### src/rtl/rr_arb_mux_pkg.sv
// Shared types and helpers for the round-robin arbitrating mux (rr_arb_mux).
// The lock-state type is only used when ARB_MUX_LOCK_EN is defined.
package rr_arb_mux_pkg;

  typedef enum logic {
    LOCK_IDLE,
    LOCK_LOCKED
  } lock_state_e;

  // Width of a channel index; never narrower than one bit.
  function automatic int sel_width(input int n);
    return (n <= 2) ? 1 : $clog2(n);
  endfunction

endpackage

### src/rtl/rr_arbiter.sv
// Round-robin arbiter: one-hot grant plus its index, searching from the channel
// after the last accepted grant; the pointer moves only when a grant is accepted.
module rr_arbiter import rr_arb_mux_pkg::*; #(
  parameter int NUM_IN = 4,
  localparam int SEL_W = sel_width(NUM_IN)
) (
  input  logic              clk,
  input  logic              rst_n,
  input  logic [NUM_IN-1:0] req,
  input  logic              accept,
  output logic [NUM_IN-1:0] grant,
  output logic [SEL_W-1:0]  grant_idx
);

  localparam logic [SEL_W:0] NUM_EXT = (SEL_W+1)'(NUM_IN);

  logic [SEL_W-1:0] last_grant;
  logic [SEL_W:0]   sum;
  logic [SEL_W-1:0] cand;
  logic             found;

  always_comb begin
    grant     = '0;
    grant_idx = last_grant;
    sum       = '0;
    cand      = '0;
    found     = 1'b0;
    for (int k = 1; k <= NUM_IN; k++) begin
      sum = {1'b0, last_grant} + (SEL_W+1)'(k);
      if (sum >= NUM_EXT) begin
        sum = sum - NUM_EXT;
      end
      cand = sum[SEL_W-1:0];
      if (!found && req[cand]) begin
        found       = 1'b1;
        grant[cand] = 1'b1;
        grant_idx   = cand;
      end
    end
  end

  // Reset value makes channel 0 the first candidate after reset.
  always_ff @(posedge clk or negedge rst_n) begin
    if (!rst_n) begin
      last_grant <= SEL_W'(NUM_IN - 1);
    end else if (accept) begin
      last_grant <= grant_idx;
    end
  end

endmodule

### src/rtl/rr_arb_mux.sv
// N-to-1 round-robin arbitrating mux with a single registered output stage.
// Define ARB_MUX_LOCK_EN to hold a grant for a whole packet (until in_last).
module rr_arb_mux import rr_arb_mux_pkg::*; #(
  parameter int NUM_IN = 4,
  parameter int WIDTH  = 8,
  localparam int SEL_W = sel_width(NUM_IN)
) (
  input  logic                    clk,
  input  logic                    rst_n,
  input  logic [NUM_IN-1:0]       in_valid,
  output logic [NUM_IN-1:0]       in_ready,
  input  logic [NUM_IN*WIDTH-1:0] in_data,
  input  logic [NUM_IN-1:0]       in_last,
  output logic                    out_valid,
  input  logic                    out_ready,
  output logic [WIDTH-1:0]        out_data,
  output logic [SEL_W-1:0]        out_sel
);

  logic              load;
  logic              xfer;
  logic [NUM_IN-1:0] req;
  logic [NUM_IN-1:0] grant;
  logic [SEL_W-1:0]  grant_idx;
  logic [WIDTH-1:0]  sel_data;

  assign load     = !out_valid || out_ready;
  assign in_ready = (load && rst_n) ? grant : '0;
  assign xfer     = |in_ready;

  rr_arbiter #(.NUM_IN(NUM_IN)) u_arbiter (
    .clk       (clk),
    .rst_n     (rst_n),
    .req       (req),
    .accept    (xfer),
    .grant     (grant),
    .grant_idx (grant_idx)
  );

`ifdef ARB_MUX_LOCK_EN
  lock_state_e      state_q, state_d;
  logic [SEL_W-1:0] lock_ch_q, lock_ch_d;

  always_ff @(posedge clk or negedge rst_n) begin
    if (!rst_n) begin
      state_q   <= LOCK_IDLE;
      lock_ch_q <= '0;
    end else begin
      state_q   <= state_d;
      lock_ch_q <= lock_ch_d;
    end
  end

  // While locked, every other channel is hidden from the arbiter.
  always_comb begin
    state_d   = state_q;
    lock_ch_d = lock_ch_q;
    req       = in_valid;
    if (state_q == LOCK_LOCKED) begin
      req = in_valid & (NUM_IN'(1) << lock_ch_q);
    end
    if (xfer) begin
      case (state_q)
        LOCK_IDLE: begin
          if (!in_last[grant_idx]) begin
            state_d   = LOCK_LOCKED;
            lock_ch_d = grant_idx;
          end
        end
        LOCK_LOCKED: begin
          if (in_last[grant_idx]) begin
            state_d = LOCK_IDLE;
          end
        end
        default: state_d = LOCK_IDLE;
      endcase
    end
  end
`else
  logic unused_last;

  assign req         = in_valid;
  assign unused_last = ^in_last;
`endif

  always_comb begin
    sel_data = '0;
    for (int i = 0; i < NUM_IN; i++) begin
      if (grant[i]) begin
        sel_data = in_data[i*WIDTH +: WIDTH];
      end
    end
  end

  // Data and index are captured together; out_data keeps its value when the stage drains.
  always_ff @(posedge clk or negedge rst_n) begin
    if (!rst_n) begin
      out_valid <= 1'b0;
      out_data  <= '0;
      out_sel   <= '0;
    end else if (load) begin
      out_valid <= xfer;
      if (xfer) begin
        out_data <= sel_data;
        out_sel  <= grant_idx;
      end
    end
  end

endmodule

### config.mk
export PLATFORM = sky130hd
export DESIGN_NAME = rr_arb_mux
export DESIGN_NICKNAME = d
export VERILOG_FILES = /design/src/rtl/rr_arb_mux_pkg.sv /design/src/rtl/rr_arbiter.sv /design/src/rtl/rr_arb_mux.sv
export SDC_FILE = /design/constraint.sdc
export NUM_CORES = 1
export LEC_CHECK = 0
export CORE_MARGIN = 5
export CORE_UTILIZATION = 48
export CTS_BUF_LIST = sky130_fd_sc_hd__clkbuf_8
export CTS_CLUSTER_DIAMETER = 80
export CTS_CLUSTER_SIZE = 25
export DETAILED_ROUTE_END_ITERATION = 7
export PLACE_DENSITY = 0.89
export SLEW_MARGIN = 0
export SYNTH_ARGS = -nofsm -noshare
export SYNTH_HDL_FRONTEND = slang
export SYNTH_SLANG_ARGS = --single-unit
### constraint.sdc
create_clock -name clk -period 8.12 [get_ports clk]
set_input_delay 1.218 -clock clk [delete_from_list [all_inputs] [get_ports clk]]
set_output_delay 1.218 -clock clk [all_outputs]
set_load 0.03 [all_outputs]
==> results.txt <==
----------------------------------------------------
[Die]
  Initial standard-cell utilization of the core ... 0.5011
  Area of the core region ... 2781 sq um
  Count of standard-cell rows ... 19
  Die Footprint ... 4081 sq um
  Chip Height ... 63.89 microns
  Count of boundary I/O pins ... 58
  Chip width ... 63.89 microns

[Pwr]
  Switching power total ... 0.4814 mW
  Power density relative to cell area ... 466.8 nW/um^2
  Int Power ... 0.4274 mW
  Register share of total power ... 0.162
  Leakage power summed over all cells ... 0.7600 nW
  Switching portion of total power ... 0.5297
  Clock power frac ... 0.062
  Max rail drop VDD ... 0.3584 mV
  Final total power ... 0.9089 mW
  Comb pwr share ... 0.776

[Critical path]
  Nature of the critical path startpoint ... register
  Arrival @ worst endpoint ... 4.28 ns
  Data required time of the critical path ... 6.90 ns
  Worst setup EP type ... output port
  Reg-to-reg slack, setup ... 4.03 ns
  Top fanout value on the critical path ... 21
  Setup Crit Path Kind ... register to output port

[STA]
  Highest clock frequency the design can meet ... 181.9 MHz
  Final critical delay including setup and external delays ... 5.496 ns
  Final Slew Violations ... 0
  Max-slew headroom at the worst pin ... 0.5043
  Worst-Margin Slew ... 0.7435 ns
  Final Hold Slack ... 0.5261 ns
  Final critical-path setup slack ... 2.624 ns
  Final Hold Viols ... 0
  Unrepaired setup endpoints after global routing ... false
  Final worst path period share ... 0.6769
  Endpoints failing setup ... 0
  Post-Route Skew ... 0.005793 ns
  Fin Setup TNS ... 0 ns

[CTS]
  Clock slew seen by the registers of the worst setup and hold paths ... 0.06 ns
  Deepest level of the CTS H-tree ... 1
  Clock root buffer ... clkbuf_8
  TritonCTS sink count ... 13
  CTS tree ... yes
  Post-CTS setup buffer count ... 0
  Bufs on Longest Clock Path ... 2
  Number of gates given a new drive strength after cts ... 0
  Clock latency at the later pin of the worst-skew pair ... 0.24 ns
  Quantity of hold-fixing buffers added after cts ... 0
  Clock buffers created by TritonCTS ... 3

[Final layout]
  Fraction of layout instances using a drive strength above 1 ... 0.08122
  Final cell utilization of the core ... 0.7000
  Count of filler cells inserted in the layout ... 228
  Antenna cell count ... 0
  Nets ... 249
  Most frequent standard cell in the layout excluding fill and tap cells ... clkdlybuf4s50_1
  Layout overhead on the synthesized area ... 39.68%
  Design area ... 1947 sq um
  Final Instance Count excl. Fillers ... 228
  Leading cell types in the layout, fill and taps excluded ... 53 x clkdlybuf4s50_1, 14 x inv_1, 11 x dfrtp_1

[Synthesis]
  Post-synthesis async set-or-reset flop share ... 1.000
  Flops & latches, synth ... 13
  Number of standard cells after synthesis ... 152
  Count of distinct cell types in the synthesized netlist ... 45
  Most frequently used flop master after synthesis ... dfrtp_1
  Portion of the post-synthesis area used by sequential elements ... 0.2352
  Mean instance size in the synthesized netlist ... 9.170 sq um
  Total number of yosys warnings ... 0
  Number of nets in the synthesized netlist ... 203
  Number of enable-type register cells in the synthesized netlist ... 0
  Area of the mapped netlist ... 1394 sq um

[Drt]
  Vias per std cell ... 6.474
  Number of remaining DRC errors ... 0
  Number of iterations in the first detailed-routing pass ... 4
  First-iteration detailed-routing DRC count ... 131
  Per-cell routed wire length ... 19.70 microns
  Sum of routed wire length over all layers ... 4492 microns
  Count of vias placed by the detailed router ... 1476
  Antenna violation net count after detailed routing ... 0

[Placement]
  Number of buffers added on ports ... 53
  Cells after DPL ... 224
  Placer congestion estimate ... 0.8547
  Minimum setup slack after placement ... 2.747 ns
  Placed cell area ... 1902 sq um
  Sum of net half-perimeters after detailed placement ... 3577 microns

[GRT]
  Global-route wire length before repair ... 6920 microns
  Largest net degree at the start of global routing ... 22
  Vias in the first global route ... 1425
  Number of antenna violations at the first check in global routing ... 0
  Total routing resource utilization after global routing ... 0.2078
  Remaining Overflow, GRT ... 0

[Min path]
  Path class of the lowest-slack min-delay path ... register to register

[Status]
  Outcome ... complete, no violations

[Job]
  Max Cap Violations ... 0

----------------------------------------------------
-- power by group through the flow --
stage	Combinational, mW	Clock [mW]	Sequential [mW]
2_1_floorplan	0.468	0	0.176
3_3_place_gp	0.665	0	0.142
3_5_place_dp	0.692	0	0.145
4_1_cts	0.695	0.0574	0.146
5_1_grt	0.750	0.0600	0.154
6_report	0.706	0.0561	0.147
-- area by class of cell --
type,count,area [sq um],share of cell area
clock buffers,3,41.29,0.02121
repair buffers,53,530.5,0.2725
multi-input cells,114,955.9,0.4910
inverters,13,48.80,0.02506
flip-flops and latches,13,327.8,0.1684
clock inverters,1,3.754,0.001928
well taps,31,38.79,0.01992
-- cells in the mapped netlist, types with 3 or more instances --
cell / count / area, sq um
o221ai_1: 8 / 70.07
mux2i_1: 5 / 50.05
dfrtp_1: 11 / 275.3
a221oi_1: 8 / 70.07
o32ai_1: 8 / 70.07
nor3_1: 5 / 25.02
buf_2: 6 / 30.03
nor2_1: 6 / 22.52
nand2_1: 6 / 22.52
a211oi_1: 3 / 22.52
ha_1: 8 / 100.1
mux2_2: 4 / 45.04
mux4_2: 3 / 67.56
nand3b_1: 3 / 22.52
inv_1: 13 / 48.80
and2_1: 4 / 25.02
a21oi_1: 8 / 40.04
o21ai_0: 3 / 15.01
-- critical path, cell delays in order, from the launching register on --
cell and delay, ns:
dfstp_2 0.81, inv_1 0.27, ha_1 0.50, mux4_2 0.64, a2111o_1 0.49, a21oi_1 0.60, nor2_1 0.09, clkdlybuf4s50_1 0.62
-- logic make-up after synthesis --
group,after synthesis,share of synthesized area
DFF,13,0.2352
buffers and inverters,25,0.07900
AOI/OAI and AO/OA,57,0.3330
and+or+nand+nor,35,0.1517
adders and majority gates,8,0.07182
muxes,12,0.1167
xor gates and xnor gates,2,0.01257
-- state kept, by name, summed over array words and instances, names as in the netlist --
signal	flops
out_data	8
u_arbiter.last_grant	2
out_sel	2
out_valid	1
-- per-layer routing --
metal | vias to the layer above | routed length (microns) | global-route usage
li1 | 700 | - | -
met1 | 713 | 1904 | 0.2703
met3 | 8 | 281 | 0.03853
met5 | - | 0 | 0
met2 | 55 | 2246 | 0.3442
met4 | 0 | 60 | 0.07013
-- path summary, 6_finish.rpt --
path                                          from  depth (start not counted)     endpoint
setup reg to reg           u_arbiter.last_grant[0]                          7  out_data[4]
setup / recovery           u_arbiter.last_grant[0]                          7  in_ready[3]
min in group asynchronous                    rst_n                          1  out_data[7]
hold / removal                          out_sel[1]                          2   out_sel[1]
hold reg to reg                         out_sel[1]                          2   out_sel[1]
max in group asynchronous                    rst_n                          1  out_data[1]
No activity file was read; power rests on OpenSTA's default activity.
